File: config.mk
export PLATFORM = sky130hd
export DESIGN_NAME = mem_access_unit
export DESIGN_NICKNAME = d
export VERILOG_FILES = /design/src/rtl/mem_access_unit.sv
export SDC_FILE = /design/constraint.sdc
export NUM_CORES = 1
export LEC_CHECK = 0
export BUFFER_PORTS_ARGS = -buffer_cell sky130_fd_sc_hd__buf_2
export CAP_MARGIN = 20
export CORE_UTILIZATION = 53
export DETAILED_ROUTE_END_ITERATION = 6
export GPL_ROUTABILITY_DRIVEN = 1
export MAX_ROUTING_LAYER = met4
export PLACE_DENSITY = 0.81
export SYNTH_ARGS = -nofsm -noshare
export SYNTH_HDL_FRONTEND = slang
export SYNTH_SLANG_ARGS = --single-unit
File: constraint.sdc
create_clock -name clk -period 2.3 [get_ports clk]
set_input_delay 0.575 -clock clk [delete_from_list [all_inputs] [get_ports clk]]
set_output_delay 0.575 -clock clk [all_outputs]
set_load 0.1 [all_outputs]
File: src/rtl/mem_access_unit.sv
// Load/store unit: turns byte/half/word accesses into word memory ops.
// Ports: req_* from MEM stage, resp_* back, mem_* to data memory.
module mem_access_unit #(
  parameter int MEM_BYTES = 1024
) (
  input  logic        clk,
  input  logic        rst_n,
  input  logic        req_valid,
  output logic        req_ready,
  input  logic        req_write,
  input  logic [1:0]  req_size,
  input  logic        req_signed,
  input  logic [31:0] req_addr,
  input  logic [31:0] req_wdata,
  output logic        resp_valid,
  output logic [31:0] resp_rdata,
  output logic        resp_err,
  output logic [31:0] mem_address,
  output logic [31:0] mem_write_data,
  output logic        mem_read,
  output logic        mem_write,
  input  logic [31:0] mem_read_data
);

  localparam logic [31:0] MEM_LIM = 32'(MEM_BYTES);

  typedef enum logic [2:0] {
    S_IDLE,
    S_READ,
    S_HOLD,
    S_WRITE,
    S_RESP
  } state_t;

  state_t      state_q, state_d;
  logic        wr_q;
  logic [1:0]  size_q;
  logic        sgn_q;
  logic [31:0] addr_q;
  logic [31:0] wdata_q;
  logic [31:0] rdata_q;
  logic [31:0] merge_q;
  logic        err_q;

  logic        req_err;
  logic [1:0]  lane;
  logic [7:0]  byte_v;
  logic [15:0] half_v;
  logic [31:0] load_v;
  logic [31:0] merge_v;

  // Priority order is irrelevant for a single error bit.
  always_comb begin
    req_err = 1'b0;
    if (req_size == 2'b11)
      req_err = 1'b1;
    if (req_size == 2'b01 && req_addr[0])
      req_err = 1'b1;
    if (req_size == 2'b10 && req_addr[1:0] != 2'b00)
      req_err = 1'b1;
    if (req_addr >= MEM_LIM)
      req_err = 1'b1;
  end

  assign lane   = addr_q[1:0];
  assign byte_v = mem_read_data[{lane, 3'b000} +: 8];
  assign half_v = mem_read_data[{addr_q[1], 4'b0000} +: 16];

  always_comb begin
    load_v = mem_read_data;
    case (size_q)
      2'b00: load_v = {{24{sgn_q & byte_v[7]}}, byte_v};
      2'b01: load_v = {{16{sgn_q & half_v[15]}}, half_v};
      default: load_v = mem_read_data;
    endcase
  end

  always_comb begin
    merge_v = mem_read_data;
    if (size_q == 2'b00)
      merge_v[{lane, 3'b000} +: 8] = wdata_q[7:0];
    else
      merge_v[{addr_q[1], 4'b0000} +: 16] = wdata_q[15:0];
  end

  always_comb begin
    state_d = state_q;
    case (state_q)
      S_IDLE: begin
        if (req_valid) begin
          unique case (1'b1)
            req_err:
              state_d = S_RESP;
            (req_write && req_size == 2'b10):
              state_d = S_WRITE;
            default:
              state_d = S_READ;
          endcase
        end
      end
      S_READ:  state_d = S_HOLD;
      S_HOLD:  state_d = wr_q ? S_WRITE : S_RESP;
      S_WRITE: state_d = S_RESP;
      S_RESP:  state_d = S_IDLE;
      default: state_d = S_IDLE;
    endcase
  end

  always_ff @(posedge clk or negedge rst_n) begin
    if (!rst_n) begin
      state_q <= S_IDLE;
      wr_q    <= 1'b0;
      size_q  <= 2'b00;
      sgn_q   <= 1'b0;
      addr_q  <= '0;
      wdata_q <= '0;
      rdata_q <= '0;
      merge_q <= '0;
      err_q   <= 1'b0;
    end else begin
      state_q <= state_d;
      if (state_q == S_IDLE && req_valid) begin
        wr_q    <= req_write;
        size_q  <= req_size;
        sgn_q   <= req_signed;
        addr_q  <= req_addr;
        wdata_q <= req_wdata;
        err_q   <= req_err;
        rdata_q <= '0;
      end
      if (state_q == S_HOLD) begin
        if (wr_q)
          merge_q <= merge_v;
        else
          rdata_q <= load_v;
      end
    end
  end

  assign req_ready   = (state_q == S_IDLE);
  assign resp_valid  = (state_q == S_RESP);
  assign resp_err    = (state_q == S_RESP) && err_q;
  assign resp_rdata  = (state_q == S_RESP) ? rdata_q : '0;
  assign mem_read    = (state_q == S_READ);
  assign mem_write   = (state_q == S_WRITE);
  assign mem_address =
    (state_q == S_IDLE) ? '0 : {addr_q[31:2], 2'b00};
  assign mem_write_data =
    (state_q != S_WRITE) ? '0 :
    (size_q == 2'b10)    ? wdata_q : merge_q;

endmodule
Yosys cells after proc, flatten, opt, wreduce, memory -nomap -nowiden:

Cells that the tools add are included.

* shifts and indexed selects: 6
* bitwise gates (word level): 2
* eq/ne operators: 11
* reductions and logical operators: 9
* magnitude comparators: 1
* mux-type cells: 19
* add/subtract/negate cells: 2

Operator list (count)
* $mux W32: 8
* $bwmux W32: 2
* $pmux W32 S2: 1
* $ge A32 B11 Y1 const B: 1
* $shift A16 B7 Y32 const A: 1
* $shift A8 B7 Y32 const A: 1
* $shiftx A16 B7 Y32: 1
* $shiftx A32 B6 Y16: 1
* $shiftx A32 B6 Y8: 1
* $shiftx A8 B7 Y32: 1
* $neg A5 Y7: 2
* $pmux W3 S4: 1
* $eq A2 B2 Y1 const B: 3
* $eq A3 B2 Y1 const B: 2
* $mux W3: 2
* $pmux W3 S2: 1
* $logic_and A1 B1 Y1: 5
* $eq A2 B1 Y1 const B: 2
* $mux W1: 4
* $eq A3 B1 Y1 const B: 1
* $eq A3 B3 Y1 const B: 1
* $logic_not A3 Y1: 1
* $ne A3 B2 Y1 const B: 1
* $and A1 B1 Y1: 2
* other kinds (4): 4

* logic and storage cells: 59
* register bits after elaboration: 136
* bits of input ports: 103

Longest topological paths before layout:

Gate-level depths: netlist (run 1).

* depth after elaboration: 8
* depth in mapped cells: 7
* gate-level depth less buffers: 6

Worst setup path after synthesis (run 1):

OpenSTA, ideal clock, no wires.

* path kind: register to output
* start point: register state_q[2]
* end point: output port mem_address[22]
* stages on the path, launching flop included: 4
* path buffers: 1
* slack: -1.040 ns
* arrival: 2.765 ns
* path through: dfrtp_1 -> nor3_2 -> clkbuf_1 -> nor2b_1

* cells in the longest elaborated chain, start to end: 2

Ends and longest elaborated chain
* from (decl): line 35 `state_t state_q, state_d;`
* from (signal assigned): line 121 `state_q <= state_d;`
* $logic_not A3 Y1
* net req_ready: line 9 `output logic req_ready,`
* $mux W32: line 147 `(state_q == S_IDLE) ? '0 : {addr_q[31:2], 2'b00};`
* to (decl): line 18 `output logic [31:0] mem_address,`

The timed path passes the listed nets, and every way through them passes these cells.

Final worst setup path (run 1):

* start point: register size_q[1]
* end point: output port mem_write_data[7]

* cells in the longest elaborated chain, start to end: 3

Ends and longest elaborated chain
* from (decl): line 37 `logic [1:0] size_q;`
* from (signal assigned): line 124 `size_q <= req_size;`
* $eq A2 B2 Y1: line 150 `(size_q == 2'b10) ? wdata_q : merge_q;`
* $mux W32: line 150
* $mux W32: line 149 `(state_q != S_WRITE) ? '0 :`
* to (decl): line 19 `output logic [31:0] mem_write_data,`

Every way passes these cells.

==> impl_metrics.toml, run 1 <==
[status]
status = "finished, violations left"
violations = "DRC, setup timing"

[grt]
overflow = 0
antenna_found_initial = 0
grt.total_usage_pct = 35.3
grt_pass1_vias = 7075
grt_pass1_wl_um = 37600
grt_start_max_net_pins = 65

[detailed_routing]
firstDrtPassIters = 7
drt.antenna.violating_nets = 0
drc = 4
num_vias = 7056
finalWirelength_um = 26400
via_per_inst = 6.39
drt-initial-drc-count = 853
routedWlPerCell_um = 23.9

[die]
die_area_um2 = 14200
io_pins = 204
start_util_pct = 54.7
coreArea_um2 = 13300
rows = 42
die_w_um = 119
die_h_um = 119

[setup_path]
cp_top_family = "buffers and inverters"
endpoint_kind = "primary output"
path_class = "reg -> out"
slowest_delay_ps = 410
worstPathArrival_ps = 1810
cp.required_ps = 1730
critPathMostFrequentCell = "buf_12"
path_max_fanout = 8
cp.buffers_inverters = 4
worstPathCellList = "inv_2 -> nor2_4 -> buf_12 -> clkbuf_16 -> nand2_2 -> a21oi_4 -> buf_12"
startpoint_type = "flop"
critPathSlowestCell = "dfrtp_2"
regToRegSetupSlack_ps = 60

[logic_synthesis]
ys_seq_area_share_pct = 46.6
async_reset_ff_share_pct = 100
ys_ff_latch = 136
synth_ff_type = "dfrtp_1"
synth_cells = 709
synth.distinct_cells = 52
netlist_area_um2 = 7300
syn_avg_cell_area_um2 = 10.3
yosysWarnings = 0
synth_edf_count = 0

[finish]
fill_cells = 649
area_growth_syn_to_layout_pct = 53.7
fin_nets = 1028
multi_input_area_um2 = 4130
final_core_util_pct = 84.0
n_antenna_cell = 0
instances_no_fill = 1105
ff_latch_area_um2 = 3410
final_layout_size_suffix_gt1_share_pct = 42.9

[power_and_ir_drop]
peakVddDrop_mv = 0.774
power.total_w = 0.0122
power_density_nw_per_um2 = 1090
power_leakage_nw = 4.94

[sta]
slew-limit-headroom_pct = 28.7
max_freq_mhz = 419
setup_ws_ps = -87.3
worst_pin_slew_ps = 1070
whs_ps = 61.9
period_share_pct = 104
drv_slew = 0
layout_min_cycle_time_ps = 2390
finalSetupViolations = 71
rsz0062_at_grt = "yes"
hold_violations = 0
finClkSkew_ps = 8.03

[clock_tree]
cts-root-buf = "clkbuf_16"
cts.sinks = 136
cts_buffers = 17
ctsLongestPathBuffers = 2
path_clk_slew_ps = 50
cts_tree = "done"
h-tree-depth = 4
clk-insertion-delay-late_ps = 430

[place]
place_congestion = 0.933
dp_hpwl_um = 15500
io_buffers = 201
dp_cells = 1060

[min_path]
min_path_type = "in -> async"

[flow_run]
drv_cap = 0
-- registers in the layout (all words and copies together), names as in the netlist --
register / cells
state_q: 3
wdata_q: 32
merge_q: 32
rdata_q: 32
wr_q: 1
addr_q: 32
sgn_q: 1
size_q: 2
err_q: 1
-- final timing paths --
kind,startpoint,end,depth (start not counted)
min in group clk,req_addr[7],addr_q[7],2
max in group asynchronous,rst_n,rdata_q[19],2
worst max-delay path,size_q[1],mem_write_data[7],7
worst min register to register,addr_q[10],addr_q[10],1
worst max register to register,addr_q[0],merge_q[6],6
worst min-delay path,rst_n,wdata_q[30],1
-- layout make-up --
class                           instances  share of cell area, %
Multi-Input combinational cell        513                   36.9
Sequential cell                       136                   30.4
Timing Repair Buffer                  244                   25.6
Clock buffer                           25                   4.60
Tap cell                              176                   1.96
Clock inverter                          3                  0.357
Inverter                                8                  0.290
-- placed cells by master (no fill, tap or decap), drive strengths merged, types with 10 or more instances in the layout --
| master | Yosys | routed |
|---|---|---|
| and2 | 33 | 33 |
| dfrtp | 136 | 136 |
| mux2 | 71 | 71 |
| o21ai | 32 | 32 |
| mux2i | 19 | 19 |
| nand2 | 118 | 118 |
| clkbuf | 14 | 30 |
| nand3 | 10 | 10 |
| a21oi | 84 | 84 |
| nor2 | 10 | 10 |
| nor2b | 31 | 31 |
| buf | 39 | 239 |
| a22oi | 17 | 17 |
| a221o | 16 | 16 |
| a22o | 16 | 16 |
-- Yosys cell counts, types with 5 or more instances --
library cell | count | area share [%]
a22oi_1 | 17 | 1.7
nor4_1 | 5 | 0.43
nor3_2 | 5 | 0.69
dfrtp_1 | 136 | 47
a22o_1 | 16 | 1.9
a32oi_1 | 8 | 0.96
o21ai_1 | 14 | 0.96
o21ai_0 | 17 | 1.2
mux2_1 | 60 | 9.3
buf_6 | 11 | 1.7
a21oi_1 | 82 | 5.6
ha_1 | 5 | 0.86
and2_1 | 33 | 2.8
nand3_1 | 10 | 0.69
mux2_2 | 11 | 1.7
nand2_1 | 118 | 6.1
inv_1 | 6 | 0.31
mux2i_1 | 19 | 2.6
a221o_1 | 16 | 2.2
nor2b_1 | 31 | 2.7
a222oi_1 | 7 | 0.96
nor2_1 | 9 | 0.46
buf_4 | 8 | 0.82
clkbuf_1 | 14 | 0.72
buf_2 | 19 | 1.3
-- logic make-up (layout without fill, tap and decap cells) --
kind of cell / Yosys count / count (layout) / share of synthesized area [%]
flops: 136 / 136 / 46.6
fa+ha+maj: 5 / 5 / 0.857
other cells: 1 / 2 / 0.0514
simple gates: 225 / 225 / 16.2
buf+inv: 61 / 280 / 5.16
compound gates: 190 / 190 / 17.3
mux: 91 / 91 / 13.9
-- report_power, final --
| group | internal [W] | total (W) | switching, W |
|---|---|---|---|
| Combinational | 0.00204 | 0.00581 | 0.00376 |
| Sequential | 0.00315 | 0.00378 | 0.000635 |
| Clock | 0.00163 | 0.00262 | 0.000988 |
-- repair_timing --
item,CTS,global route
resized for setup,58,67
setup endpoints to repair,97,106
gates cloned,3,6
hold buffers,0,0
pin swaps,10,18
buffers inserted,5,4
-- per-layer routing --
metal / GRT usage [%] / vias to the layer above / share of wire, %
met5: - / - / 0
met2: 53.8 / 531 / 49
met1: 44.5 / 3423 / 36
met4: 15.7 / 0 / 5.1
met3: 8.96 / 139 / 9.9
li1: - / 2963 / -
-- worst register-to-register path, stage by stage, from the launching register on --
cell and delay [ps]:
dfrtp_1 510, inv_1 260, ha_1 450, nor2_1 150, a41o_1 390, a22oi_1 170
o21ai_0 230
-- metrics by stage --
step / instance area (um^2) / TNS [ps] / setup WS [ps]
floorplan: 7820 / -9210 / -431
global placement: 10000 / 0 / 322
detailed placement: 10000 / 0 / 251
CTS: 10800 / -945 / -39.6
global route: 11200 / -6400 / -117
finish: 11200 / -2040 / -87.3
Power figures use the tool's default switching activity.
==> inputs of run 2 (changes only) <==
--- a/config.mk
+++ b/config.mk
@@ -10,8 +10,10 @@
 export CORE_UTILIZATION = 53
 export DETAILED_ROUTE_END_ITERATION = 6
 export GPL_ROUTABILITY_DRIVEN = 1
+export GPL_TIMING_DRIVEN = 0
 export MAX_ROUTING_LAYER = met4
 export PLACE_DENSITY = 0.81
+export RECOVER_POWER = 50
 export SYNTH_ARGS = -nofsm -noshare
 export SYNTH_HDL_FRONTEND = slang
 export SYNTH_SLANG_ARGS = --single-unit
==> run 2 against run 1 <==
- cell count increased by 5.9%
- sequential share of layout area fell by 2.6 points
- utilization increased by 8.0 points
- flip-flop and latch count unchanged
- via count increased by 13%
- critical path type unchanged
- first-iteration DRC count is 23% higher
- the run ends with DRC, capacitance limit, slew limit, setup timing left
- global-route usage increased by 6.7 points
- combinational power grew 19%
- hold slack better by 300 ps
==> impl_metrics.toml, run 2 (synthesis gave the netlist of run 1 again) <==
[sta]
drv_slew = 68
setup_ws_ps = -294
slew-limit-headroom_pct = -13.4
finClkSkew_ps = 13.5
period_share_pct = 113
max_freq_mhz = 386
worst_pin_slew_ps = 1700
hold_violations = 0
rsz0062_at_grt = "yes"
finalSetupViolations = 97
layout_min_cycle_time_ps = 2590

[setup_path]
cp_top_family = "buffers and inverters"
critPathMostFrequentCell = "buf_12"
reg2reg_from = "addr_q[1]"
cp.required_ps = 1730
worstPathCellList = "buf_6 -> nor2_4 -> buf_12 -> buf_8 -> nand2_4 -> a21oi_4 -> buf_12"
critPathSlowestCell = "dfrtp_1"
startpoint_type = "flop"
endpoint_kind = "primary output"
r2r_cells = 6
cp.buffers_inverters = 4
regToRegSetupSlack_ps = 20
worstPathArrival_ps = 2020
path_class = "reg -> out"
path_max_fanout = 8
cp.depth = 7
rr_endpoint = "merge_q[30]"
slowest_delay_ps = 480

[detailed_routing]
finalWirelength_um = 32900
via_per_inst = 6.81
num_vias = 7966
routedWlPerCell_um = 28.1
drt-initial-drc-count = 1046
drt.antenna.violating_nets = 0
firstDrtPassIters = 7
drc = 23

[power_and_ir_drop]
power.total_w = 0.0137
p_clk_share_pct = 20.4
power_density_nw_per_um2 = 1110
peakVddDrop_mv = 0.891
power.switching_w = 0.00610
internal-power_w = 0.00759
seqPwrFrac_pct = 28.9
netSwitchingFraction_pct = 44.5
power_leakage_nw = 5.49
comb_power_share_pct = 50.7

[finish]
final_layout_size_suffix_gt1_share_pct = 49.3
area_growth_syn_to_layout_pct = 68.2
layout_commonest_cell = "dfrtp_1"
final_cell_mix = "dfrtp_1, buf_2, buf_12"
fill_cells = 413
instances_no_fill = 1170
fin_nets = 1089
ff_latch_area_um2 = 3410
multi_input_area_um2 = 4400

[die]
coreArea_um2 = 13300
start_util_pct = 54.7
rows = 42
die_h_um = 119
io_pins = 204
die_w_um = 119
die_area_um2 = 14200

[min_path]
min_path_cells = 2
min_path_type = "in -> reg"
hp-start = "req_wdata[20]"
hold_end = "wdata_q[20]"

[grt]
busiest_layer = "met2"
use_met2_pct = 67.4
grt_start_max_net_pins = 71
grt_pass1_vias = 7763
use_met3_pct = 10.6
grt.total_usage_pct = 42.0
met1_usage_pct = 48.5
antenna_found_initial = 1
overflow = 0
grt_pass1_wl_um = 43900

[clock_tree]
cts_tree = "done"
cts-root-buf = "clkbuf_16"
h-tree-depth = 4
cts.sinks = 136
cts_buffers = 17
ctsLongestPathBuffers = 2
path_clk_slew_ps = 60
clk-insertion-delay-late_ps = 440

[place]
io_buffers = 201
dp_cells = 1088
dp_hpwl_um = 15600
place_congestion = 0.936

[status]
status = "finished, violations left"
violations = "DRC, capacitance limit, slew limit, setup timing"

[flow_run]
drv_cap = 1
-- run 2: final cells by class --
class	instances	area share, %
Inverter	8	0.336
Tap cell	176	1.79
Clock inverter	7	0.764
Buffer	53	4.92
Antenna cell	2	0.0407
Sequential cell	136	27.7
Timing Repair Buffer	251	24.6
Clock buffer	23	3.97
Multi-Input combinational cell	514	35.8
-- run 2: metrics by stage --
stage               utilization [%]  cell area, um^2  hold WS, ps  TNS, ps  worst slack [ps]
floorplan                         -             7820          279    -9210              -431
global placement               67.7             9040          461  -183210             -1210
detailed placement             68.0             9080          466   -17730              -373
CTS                            87.6            11700          172    -4810             -82.8
global route                   92.0            12300          375   -18130              -285
finish                         92.0            12300          358   -15970              -294
-- run 2: layer usage --
layer  routed length, um  vias up
li1                    -     3093
met1               10900     3797
met2               15700      766
met3                3640      310
met4                2730        0
met5                   0        -
-- run 2: worst max-delay path by stage --
| stage | startpoint | endpoint | slack, ps |
|---|---|---|---|
| 2_1_floorplan | state_q[2] | mem_address[10] | -430 |
| 3_3_place_gp | rst_n | rdata_q[18] | -1210 |
| 6_report | size_q[0] | mem_write_data[5] | -290 |
| 4_1_cts | state_q[2] | resp_rdata[19] | -80 |
| 3_5_place_dp | state_q[2] | resp_rdata[8] | -370 |
| 5_1_grt | size_q[0] | mem_write_data[14] | -290 |
-- run 2: repair_timing --
action                     4_1_cts  5_1_grt
pin swaps                       24       34
hold buffers                     0        0
gates cloned                     9        4
setup endpoints to repair       98      109
setup buffers                   16       21
gates resized for setup        478      100
-- run 2: power groups by stage --
stage          Sequential (W)  Clock [W]  Combinational [W]
2_1_floorplan         0.00352          0            0.00392
3_3_place_gp          0.00371          0            0.00466
6_report              0.00396    0.00279            0.00694
4_1_cts               0.00374    0.00271            0.00593
5_1_grt               0.00400    0.00287            0.00714
3_5_place_dp          0.00374          0            0.00473
==> inputs of run 3 (changes only) <==
==> constraint.sdc (replaced) <==
create_clock -name clk -period 2.3 [get_ports clk]
set_input_delay 0.345 -clock clk [delete_from_list [all_inputs] [get_ports clk]]
set_output_delay 0.345 -clock clk [all_outputs]
set_load 0.1 [all_outputs]
==> run 3 against run 2 <==
- the run still ends with DRC, capacitance limit, slew limit, setup timing left
- die area did not move
- combinational power shrank 30%
- worst setup slack better by 270 ps
- via count down 16%
- non-clock buffer count is 41 lower
- final area fell by 18%
- routed wire length decreased by 32%
- register-to-register slack better by 60 ps
- clock power fell by 7.2%
- largest power group unchanged
==> impl_metrics.toml, run 3 (synthesis gave the netlist of run 1 again) <==
[grt]
grt_start_max_net_pins = 72
grt_pass1_vias = 6467
overflow = 0
grt.total_usage_pct = 32.4
grt_pass1_wl_um = 34300
antenna_found_initial = 0

[finish]
fin_nets = 1047
fill_cells = 907
n_antenna_cell = 0
fin_area_um2 = 10000
layout_commonest_cell = "buf_2"
area_growth_syn_to_layout_pct = 37.4
multi_input_area_um2 = 3740
final_cell_mix = "buf_2, dfrtp_1, nand2_1"
final_layout_size_suffix_gt1_share_pct = 39.3
ff_latch_area_um2 = 3410

[die]
die_h_um = 119
rows = 42
die_area_um2 = 14200
start_util_pct = 54.7
die_w_um = 119
io_pins = 204
coreArea_um2 = 13300

[detailed_routing]
finalWirelength_um = 22500
firstDrtPassIters = 7
drt.antenna.violating_nets = 0
drc = 1
num_vias = 6717
drt-initial-drc-count = 721
routedWlPerCell_um = 19.9
via_per_inst = 5.96

[sta]
layout_min_cycle_time_ps = 2320
worst_pin_slew_ps = 1700
setup_ws_ps = -24.8
finClkSkew_ps = 9.02
max_freq_mhz = 430
setup-tns-final_ps = -60.4
rsz0062_at_grt = "yes"
period_share_pct = 101
whs_ps = 144
finalSetupViolations = 4
slew-limit-headroom_pct = -13.6
drv_slew = 66
hold_violations = 0

[setup_path]
cp.required_ps = 1960
regToRegSetupSlack_ps = 80
critPathSlowestCell = "dfrtp_2"
startpoint_type = "flop"
cp_top_family = "buffers and inverters"
reg2reg_from = "state_q[0]"
worstPathCellList = "buf_6 -> nor2_4 -> buf_6 -> nand2_1 -> a21oi_1 -> buf_6"
r2r_cells = 5
slowest_delay_ps = 440
rr_endpoint = "wdata_q[25]"
endpoint_kind = "primary output"
path_max_fanout = 10
worstPathArrival_ps = 1980
path_class = "reg -> out"
cp.buffers_inverters = 3
critPathMostFrequentCell = "buf_6"

[min_path]
min_path_cells = 2
min_path_type = "in -> reg"
hold_end = "wdata_q[7]"
hp-start = "req_wdata[7]"

[place]
place_congestion = 0.939
io_buffers = 201
place_area_um2 = 8700
dp_hpwl_um = 15400

[flow_run]
drv_cap = 1

[clock_tree]
cts_buffers = 17
cts.sinks = 136
ctsLongestPathBuffers = 2
h-tree-depth = 4
cts_tree = "done"
path_clk_slew_ps = 60
cts-root-buf = "clkbuf_16"
clk-insertion-delay-late_ps = 420

[status]
status = "finished, violations left"
violations = "DRC, capacitance limit, slew limit, setup timing"

[power_and_ir_drop]
power_leakage_nw = 4.68
power_density_nw_per_um2 = 1120
peakVddDrop_mv = 0.843
-- run 3: cell types whose count changed in the layout (fill, tap and decap cells not counted), sizes merged --
cell	before	now
buf	281	244
bufinv	2	1
clkbuf	46	41
clkinv	4	7
clkinvlp	3	1
diode	2	0
dlygate4sd3	0	1
inv	6	7
nand3	11	10
-- run 3: where the power goes --
| part | internal, W | switching, W |
|---|---|---|
| Clock | 0.00159 | 0.00100 |
| Combinational | 0.00165 | 0.00325 |
| Sequential | 0.00315 | 0.000599 |
-- run 3: layer usage --
metal | part of all wire [%] | vias to the layer above | GRT usage, %
met5 | 0 | - | -
met3 | 9.1 | 61 | 6.32
met2 | 48 | 421 | 50.2
met1 | 40 | 3238 | 42.4
li1 | - | 2997 | -
met4 | 2.7 | 0 | 11.7
-- run 3: cell type report --
| cell class | instances | area share [%] |
|---|---|---|
| multi-input cells | 513 | 37.3 |
| plain buffers | 53 | 3.98 |
| clock inverters | 8 | 0.711 |
| flip-flops and latches | 136 | 34.0 |
| inverters | 8 | 0.299 |
| clock buffers | 23 | 4.86 |
| well taps | 176 | 2.20 |
| repair buffers | 210 | 16.7 |
-- run 3: how the worst max path moves through the flow --
stage                     startpoint           endpoint  slack [ps]  depth (start not counted)
after CTS                 state_q[1]    mem_address[15]         -60                          5
final                      size_q[0]  mem_write_data[4]         -20                          6
after floorplan            size_q[0]  mem_write_data[1]        -540                          5
after global routing       size_q[0]  mem_write_data[4]         -80                          6
after global placement         rst_n        rdata_q[13]        -980                          1
after detailed placement  state_q[2]      resp_rdata[7]        -130                          5
-- run 3: metrics by stage --
stage | worst slack, ps | total power, W | util (%) | instances
after floorplan | -537 | 0.00724 | - | 710
after global placement | -985 | 0.00816 | 64.9 | 1087
after detailed placement | -135 | 0.00827 | 65.2 | 1088
after CTS | -57.1 | 0.0110 | 72.4 | 1123
after global routing | -83.6 | 0.0117 | 75.2 | 1127
final | -24.8 | 0.0112 | 75.2 | 1127
-- run 3: what timing repair did --
action / CTS / global route
endpoints found under the hold margin: 65 / 0
setup endpoints to repair: 97 / 94
hold buffers: 1 / 0
resized for setup: 123 / 110
pin swaps: 1 / 1
gates cloned: 0 / 1
buffers inserted: 3 / 3
